[src/rtl/wb_stage.sv]
// wb_stage: registered write-back stage.
// Captures the MEM bundle, aligns/extends load data, muxes the write-back
// source onto the register-file write port and holds the last committed
// write for one cycle as a bypass source.
// Optional feature macro: WB_RETIRE_CNT_EN (adds the instret counter/port).
module wb_stage #(
    parameter int XLEN           = 32,
    parameter int REG_ADDR_WIDTH = 5,
    parameter int CNT_WIDTH      = 64
) (
    input  logic                      clk,
    input  logic                      rst,
    input  logic                      in_valid,
    output logic                      in_ready,
    input  logic                      stall,
    input  logic                      flush,
    input  logic [XLEN-1:0]           mem_rdata,
    input  logic [XLEN-1:0]           alu_result,
    input  logic [XLEN-1:0]           pc_plus4,
    input  logic [XLEN-1:0]           csr_rdata,
    input  logic [1:0]                wb_sel,
    input  logic [2:0]                load_type,
    input  logic [REG_ADDR_WIDTH-1:0] rd_addr,
    input  logic                      reg_write,
    output logic                      rf_we,
    output logic [REG_ADDR_WIDTH-1:0] rf_waddr,
    output logic [XLEN-1:0]           rf_wdata,
    output logic                      byp_valid,
    output logic [REG_ADDR_WIDTH-1:0] byp_addr,
    output logic [XLEN-1:0]           byp_data
`ifdef WB_RETIRE_CNT_EN
    ,
    output logic [CNT_WIDTH-1:0]      instret
`endif
);

    localparam int OFF_W = $clog2(XLEN / 8);
    localparam logic [OFF_W-1:0] HALF_MASK = ~OFF_W'(1);
    localparam logic [OFF_W-1:0] WORD_MASK = ~OFF_W'(3);

    logic                      r_valid;
    logic [XLEN-1:0]           r_mem_rdata;
    logic [XLEN-1:0]           r_alu_result;
    logic [XLEN-1:0]           r_pc_plus4;
    logic [XLEN-1:0]           r_csr_rdata;
    logic [1:0]                r_wb_sel;
    logic [2:0]                r_load_type;
    logic [REG_ADDR_WIDTH-1:0] r_rd;
    logic                      r_reg_write;
    logic                      r_byp_valid;
    logic [REG_ADDR_WIDTH-1:0] r_byp_addr;
    logic [XLEN-1:0]           r_byp_data;

    logic                      w_capture;
    logic [OFF_W-1:0]          w_off_b;
    logic [OFF_W-1:0]          w_off_h;
    logic [OFF_W-1:0]          w_off_w;
    logic [XLEN-1:0]           w_sh_b;
    logic [XLEN-1:0]           w_sh_h;
    logic [XLEN-1:0]           w_sh_w;
    logic [7:0]                w_byte;
    logic [15:0]               w_half;
    logic [31:0]               w_word;
    logic [XLEN-1:0]           w_load;
    logic [XLEN-1:0]           w_wdata;
    logic                      w_we;

    assign in_ready  = !stall;
    // flush wins over capture: a bundle offered during flush is dropped
    assign w_capture = in_valid && !stall && !flush;

    // Stage register: capture an accepted bundle, otherwise drop valid
    always_ff @(posedge clk) begin
        if (rst) begin
            r_valid      <= 1'b0;
            r_mem_rdata  <= '0;
            r_alu_result <= '0;
            r_pc_plus4   <= '0;
            r_csr_rdata  <= '0;
            r_wb_sel     <= '0;
            r_load_type  <= '0;
            r_rd         <= '0;
            r_reg_write  <= 1'b0;
        end else begin
            r_valid <= w_capture;
            if (w_capture) begin
                r_mem_rdata  <= mem_rdata;
                r_alu_result <= alu_result;
                r_pc_plus4   <= pc_plus4;
                r_csr_rdata  <= csr_rdata;
                r_wb_sel     <= wb_sel;
                r_load_type  <= load_type;
                r_rd         <= rd_addr;
                r_reg_write  <= reg_write;
            end
        end
    end

    // Lane selection: half and word loads ignore the low offset bits
    assign w_off_b = r_alu_result[OFF_W-1:0];
    assign w_off_h = w_off_b & HALF_MASK;
    assign w_off_w = w_off_b & WORD_MASK;
    assign w_sh_b  = r_mem_rdata >> {w_off_b, 3'b000};
    assign w_sh_h  = r_mem_rdata >> {w_off_h, 3'b000};
    assign w_sh_w  = r_mem_rdata >> {w_off_w, 3'b000};
    assign w_byte  = w_sh_b[7:0];
    assign w_half  = w_sh_h[15:0];
    assign w_word  = w_sh_w[31:0];

    // Load extension; on XLEN=32 the word lane is the whole word, so LD/LWU fall out as LW
    always_comb begin
        w_load = XLEN'(signed'(w_word));
        case (r_load_type)
            3'b000:  w_load = XLEN'(signed'(w_byte));
            3'b001:  w_load = XLEN'(signed'(w_half));
            3'b011:  w_load = r_mem_rdata;
            3'b100:  w_load = XLEN'(w_byte);
            3'b101:  w_load = XLEN'(w_half);
            3'b110:  w_load = XLEN'(w_word);
            default: w_load = XLEN'(signed'(w_word));
        endcase
    end

    // Write-back source select
    always_comb begin
        w_wdata = r_alu_result;
        case (r_wb_sel)
            2'b01:   w_wdata = w_load;
            2'b10:   w_wdata = r_pc_plus4;
            2'b11:   w_wdata = r_csr_rdata;
            default: w_wdata = r_alu_result;
        endcase
    end

    assign w_we     = r_valid && r_reg_write && (r_rd != '0);
    assign rf_we    = w_we;
    assign rf_waddr = r_rd;
    assign rf_wdata = w_wdata;

    // Bypass hold: remember the write for exactly one cycle; flush kills the valid
    always_ff @(posedge clk) begin
        if (rst) begin
            r_byp_valid <= 1'b0;
            r_byp_addr  <= '0;
            r_byp_data  <= '0;
        end else begin
            r_byp_valid <= w_we && !flush;
            if (w_we) begin
                r_byp_addr <= r_rd;
                r_byp_data <= w_wdata;
            end
        end
    end

    assign byp_valid = r_byp_valid;
    assign byp_addr  = r_byp_addr;
    assign byp_data  = r_byp_data;

`ifdef WB_RETIRE_CNT_EN
    logic [CNT_WIDTH-1:0] r_instret;

    // Retire counter: every valid bundle counts, wrapping naturally
    always_ff @(posedge clk) begin
        if (rst) begin
            r_instret <= '0;
        end else if (r_valid) begin
            r_instret <= r_instret + CNT_WIDTH'(1);
        end
    end

    assign instret = r_instret;
`else
    logic w_unused_cnt_width;
    assign w_unused_cnt_width = (CNT_WIDTH != 0);
`endif

endmodule

[config.mk]
export PLATFORM = sky130hd
export DESIGN_NAME = wb_stage
export DESIGN_NICKNAME = d
export VERILOG_FILES = /design/src/rtl/wb_stage.sv
export SDC_FILE = /design/constraint.sdc
export NUM_CORES = 1
export LEC_CHECK = 0
export CAP_MARGIN = 20
export CORE_MARGIN = 10
export CORE_UTILIZATION = 45
export DETAILED_ROUTE_END_ITERATION = 8
export DONT_BUFFER_PORTS = 1
export PLACE_DENSITY = 0.63
export SYNTH_ARGS = -nofsm -noshare
export SYNTH_HDL_FRONTEND = slang
export SYNTH_SLANG_ARGS = --single-unit
[constraint.sdc]
create_clock -name clk -period 2.7 [get_ports clk]
set_clock_uncertainty 0.05 [all_clocks]
set_input_delay 0.54 -clock clk [delete_from_list [all_inputs] [get_ports clk]]
set_output_delay 0.54 -clock clk [all_outputs]
set_load 0.005 [all_outputs]
==> results.cfg, run 1 <==
[finish]
layout_commonest_cell = nand2_1
seq_area_sq_um = 3570
multiInputGateArea_sq_um = 3800
instances_no_fill = 1181
area_growth_pct = 10.78
nets = 1092
drive_above_1_share_pct = 9.886
fill_cells = 1683
antenna_cells = 0
final_cell_mix = 316 x nand2_1, 173 x dfxtp_1, 166 x a21oi_1

[global_route]
grt_usage_pct = 20.91
overflow = 0
grt_max_degree = 179
antenna_found_initial = 0
grt_pass1_vias = 6288
grt_pass1_wl_um = 36520

[setup_path]
cp-end-kind = output pin
cp.required_ps = 2110
criticalPathCategory = reg -> out
max_stage_delay_ps = 440
critPathMaxFanout = 9
r2r-end = byp_data[17]$_SDFFE_PP0N_
critPathTopFamily = flip-flops
critPathBufInv = 1
cp-start-kind = flop
rrSetupSlack_ps = 680
crit_chain = buf_4 -> mux2_2 -> o32ai_1 -> nor2_1 -> o21ai_0 -> nand2_1
ff2ff_path_depth = 6
critPathArrivalTime_ps = 1980
crit_slowest_cell = dfxtp_2
r2r_start = rf_waddr[0]$_SDFFE_PP0P_

[detailed_routing]
dr.pass1.iters = 5
dr_wl_met3_um = 2482
top_layer = met4
vias = 6590
drc = 0
wl_met2_um = 10650
drt_wl_total_um = 24420
via_per_inst = 5.580
ant_nets = 0
drt_iter0_markers = 576
wire_per_inst_um = 20.68
wl_met1_um = 10790

[sta]
setup_violations = 0
layout_worst_path_cycle_share_pct = 95.00
worstMarginPinSlew_ps = 678.5
min_period_ps = 2565
slew_viol_final = 0
slew_headroom_pct = 54.77
fmax_mhz = 389.9
rsz0062_at_grt = no
fin_setup_tns_ps = 0
hold_violations = 0

[logic_synthesis]
synth_edf_count = 0
synth_cells = 994
yosys.area.top_type = dfxtp_1
synth_top_area_share_pct = 46.19
ys_seq_elements = 178
synth_area_leaders = dfxtp_1 46%, nand2_1 15%, a21oi_1 11%, mux4_2 5.3%, nor2_1 3.6%
ys_seq_area_share_pct = 46.19
synth_cell_types = 36
synth.avg_cell_area_sq_um = 7.761
synth-main-ff-cell = dfxtp_1
netlist_area_sq_um = 7715
async_flop_share_pct = 0
synth_warnings = 0
syn-num-nets = 1138

[pwr]
power.leakage_nw = 3.124
power_density_nw_per_um2 = 695.6
ir_worst_vdd_v = 0.0005123

[die]
ioPinCount = 221
die-width_um = 150.9
start_util_pct = 46.19
dieArea_sq_um = 22780
die_y_um = 150.9
std_cell_rows = 47
core-area_sq_um = 16700

[clock_tree]
clock_latency_ps = 440
cts.clk_slew.worst_paths_ps = 70
htreeDepth = 4
post_cts_buffers = 0
cts_buffers = 17
cts_max_path_buffers = 2
cts.sinks = 178
ctsHoldBuffers = 0
cts_tree = built
cts_root_buf = clkbuf_16

[hold_path]
hp-class = in -> reg
hold_end = rf_waddr[1]$_SDFFE_PP0P_
hp-start = rst
hold_depth = 1

[placement]
dp_hpwl_um = 17800
gp_congestion = 0.9029
placedCellCount = 1149
io_buffers = 0

[flow_run]
maxCapViolCount = 0

[run_status]
status = finished, final reports clean
[layer usage]
| layer | global-route usage, % | vias up |
|---|---|---|
| met5 | 0 | - |
| met4 | 7.074 | 0 |
| met3 | 8.204 | 33 |
| met2 | 30.14 | 239 |
| met1 | 27.92 | 3082 |
| li1 | - | 3236 |
[worst max-delay path by stage]
stage,cells past startpoint,start,endpoint,slack (ps)
detailed placement,5,r_alu_result[1]$_SDFFE_PP0P_,rf_wdata[14],470
global placement,5,r_alu_result[0]$_SDFFE_PP0P_,rf_wdata[5],500
global route,6,r_alu_result[1]$_SDFFE_PP0P_,rf_wdata[1],0.6
floorplan,5,r_wb_sel[0]$_SDFFE_PP0P_,rf_wdata[7],520
finish,6,r_alu_result[1]$_SDFFE_PP0P_,rf_wdata[3],130
CTS,5,r_alu_result[0]$_SDFFE_PP0P_,rf_wdata[5],20
[state kept, by name, summed over array words and instances, names as in the netlist]
| register | cells |
|---|---|
| r_reg_write | 1 |
| byp_valid | 1 |
| rf_waddr | 5 |
| r_pc_plus4 | 32 |
| r_csr_rdata | 32 |
| r_valid | 1 |
| r_wb_sel | 2 |
| r_load_type | 3 |
| r_mem_rdata | 32 |
| r_alu_result | 32 |
| byp_data | 32 |
| byp_addr | 5 |
[where the power goes]
group / leakage, nW / internal [mW] / switching [mW] / total [mW]
clock network: 0.332 / 1.82 / 1.06 / 2.88
registers: 1.45 / 2.69 / 0.0575 / 2.75
logic: 1.35 / 0.121 / 0.193 / 0.314
total: 3.12 / 4.64 / 1.31 / 5.95
[what timing repair did]
item	in CTS	in global routing
gates cloned	0	0
gates resized for setup	1	6
endpoints found under the hold margin	0	0
pin swaps	1	1
setup endpoints to repair	2	26
[synth_stat cells, types with 2 or more instances]
master and number:
a21o_1 16, a21oi_1 166, a22oi_1 7, a311oi_1 7
a31oi_1 7, a32oi_1 2, and2_1 18, buf_1 3
buf_2 11, buf_4 4, clkbuf_1 63, dfxtp_1 178
inv_1 9, mux2_2 15, mux2i_1 2, mux4_2 18
nand2_1 317, nand2b_1 5, nand3_1 17, nor2_1 75
nor2b_1 2, nor3_1 17, o211ai_1 8, o21ai_0 8
o2bb2ai_1 2, o32ai_1 7
[cell type report]
type / count / share of cell area [%]
Multi-Input combinational cell: 725 / 44.46
Sequential cell: 178 / 41.77
Clock buffer: 21 / 5.504
Tap cell: 220 / 3.221
Clock inverter: 11 / 2.620
Timing Repair Buffer: 16 / 1.991
Inverter: 10 / 0.4392
[logic make-up (layout without fill, tap and decap cells)]
kind of cell / after synthesis / in the layout / share of synthesized area (%)
AND/OR/NAND/NOR: 457 / 457 / 23.91
AO/OA/AOI/OAI: 232 / 232 / 17.22
flip-flops: 178 / 178 / 46.19
buffers and inverters: 91 / 58 / 4.800
multiplexers: 36 / 36 / 7.882
[metrics by stage]
stage | setup slack (ps) | hold WS (ps) | utilization, % | area (sq um) | power, mW
4_1_cts | 21.59 | 113.0 | 51.10 | 8534 | 5.984
2_1_floorplan | 519.8 | 382.9 | - | 7715 | 3.062
3_5_place_dp | 471.4 | 391.4 | 46.94 | 7839 | 3.123
5_1_grt | 0.6017 | 105.4 | 51.18 | 8547 | 6.144
6_report | 134.9 | 131.4 | 51.18 | 8547 | 5.946
3_3_place_gp | 498.8 | 386.4 | 46.94 | 7839 | 3.120
Power figures use the tool's default switching activity.
==> inputs of run 2 (changes only) <==
--- a/config.mk
+++ b/config.mk
@@ -10,6 +10,7 @@
 export CORE_UTILIZATION = 45
 export DETAILED_ROUTE_END_ITERATION = 8
 export DONT_BUFFER_PORTS = 1
+export MAX_ROUTING_LAYER = met4
 export PLACE_DENSITY = 0.63
 export SYNTH_ARGS = -nofsm -noshare
 export SYNTH_HDL_FRONTEND = slang
==> results.cfg, run 2 (synthesis gave the netlist of run 1 again) <==
[placement]
dp_hpwl_um = 18430
io_buffers = 0
placed_cell_area_sq_um = 7839
gp_congestion = 0.8605

[clock_tree]
cts_root_buf = clkbuf_16
cts_buffers = 17
cts_tree = built
cts.clk_slew.worst_paths_ps = 60
clock_latency_ps = 430
cts.sinks = 178
htreeDepth = 4
cts_max_path_buffers = 2

[die]
std_cell_rows = 47
die-width_um = 150.9
start_util_pct = 46.19
ioPinCount = 221
dieArea_sq_um = 22780
core-area_sq_um = 16700
die_y_um = 150.9

[sta]
worstMarginPinSlew_ps = 675.6
slew_viol_final = 0
min_period_ps = 2559
fin_setup_tns_ps = 0
rsz0062_at_grt = no
fmax_mhz = 390.8
slew_headroom_pct = 54.96
layout_worst_path_cycle_share_pct = 94.76
hold_violations = 0
setup_violations = 0

[detailed_routing]
drt_wl_total_um = 25210
drt_iter0_markers = 629
ant_nets = 0
wire_per_inst_um = 21.32
dr.pass1.iters = 5
via_per_inst = 5.586
drc = 0
vias = 6603

[finish]
antenna_cells = 0
multiInputGateArea_sq_um = 3794
finalInstanceArea_sq_um = 8442
final_cell_mix = 316 x nand2_1, 174 x dfxtp_1, 166 x a21oi_1
fill_cells = 1663
layout_commonest_cell = nand2_1
seq_area_sq_um = 3568
nets = 1093
area_growth_pct = 9.423
drive_above_1_share_pct = 9.667

[setup_path]
cp-end-kind = output pin
crit_chain = mux2i_1 -> o41a_1 -> buf_4 -> nand3_1 -> a21oi_1 -> nor2_1
criticalPathCategory = reg -> out
critPathArrivalTime_ps = 1970
max_stage_delay_ps = 400
crit_slowest_cell = dfxtp_1
critPathTopFamily = compound AO/OA/AOI/OAI gates
cp.required_ps = 2110
cp-start-kind = flop
critPathMaxFanout = 8
critPathBufInv = 1

[pwr]
combPwrFrac_pct = 5.7
ir_worst_vdd_v = 0.0004796
p_sw_mw = 1.325
power.internal_mw = 4.233
p_clk_share_pct = 44.7
power.leakage_nw = 3.065
power_frac_seq_pct = 49.6
power_density_nw_per_um2 = 658.3
p_sw_share_pct = 23.84

[run_status]
status = finished, final reports clean

[flow_run]
maxCapViolCount = 0

[global_route]
grt_usage_pct = 22.12
grt_max_degree = 179
grt_pass1_wl_um = 37340
grt_pass1_vias = 6233
antenna_found_initial = 0
overflow = 0

[hold_path]
hp-class = in -> reg
[run 2: changes by cell type in the layout (fill, tap and decap cells not counted), sizes merged]
cell / delta
clkinvlp: +3
buf: +1
clkinv: +1
bufinv: -4
[run 2: timing repair]
action                                  in CTS  in global routing
endpoints found under the hold margin        0                  0
endpoints found under the setup margin       0                 26
hold buffers                                 0                  0
buffers inserted                             0                  1
resized for setup                            0                  4
[run 2: power by group through the flow]
stage                     logic [mW]  registers, mW  clock network [mW]
after floorplan                0.280           2.78                   0
after global placement         0.311           2.82                   0
after detailed placement       0.315           2.82                   0
after CTS                      0.316           2.76                2.52
after global routing           0.355           2.76                2.62
final                          0.317           2.76                2.48
[run 2: through the flow]
stage | total power, mW | setup slack [ps] | instances | hold slack, ps | util [%]
after floorplan | 3.062 | 519.8 | 994 | 382.9 | -
after global placement | 3.127 | 547.4 | 1149 | 388.2 | 46.94
after detailed placement | 3.131 | 527.0 | 1149 | 390.2 | 46.94
after CTS | 5.590 | 52.49 | 1181 | 122.6 | 50.46
after global routing | 5.739 | 4.710 | 1182 | 117.1 | 50.55
final | 5.558 | 141.4 | 1182 | 126.2 | 50.55
[run 2: per-layer routing]
metal	GRT usage, %	share of wire, %
met1	30.35	47
met2	30.33	42
met3	7.399	9.4
met4	6.064	1.6
met5	-	0
[run 2: final cells by class]
cell class | count | area share (%)
tap | 220 | 3.261
sequential | 178 | 42.27
clock inverter | 11 | 1.527
inverter | 10 | 0.4446
timing repair buffer | 17 | 2.105
multi-input combinational | 725 | 44.94
clock buffer | 21 | 5.454
[run 2: worst register-to-register path: stages (launching register included)]
cell and delay [ps]:
dfxtp_1 370, or4_1 570, o211ai_2 200, inv_2 280, buf_4 320, nor2_1 120
nor3_1 50
[run 2: path summary, 6_finish.rpt]
check	startpoint	to	slack [ps]	cells after the start
hold / removal	rst	rf_waddr[4]$_SDFFE_PP0P_	130	1
setup reg to reg	rf_waddr[0]$_SDFFE_PP0P_	byp_data[30]$_SDFFE_PP0N_	650	6
hold reg to reg	r_mem_rdata[4]$_SDFFE_PP0P_	r_mem_rdata[4]$_SDFFE_PP0P_	400	2
setup / recovery	r_mem_rdata[23]$_SDFFE_PP0P_	rf_wdata[14]	140	6
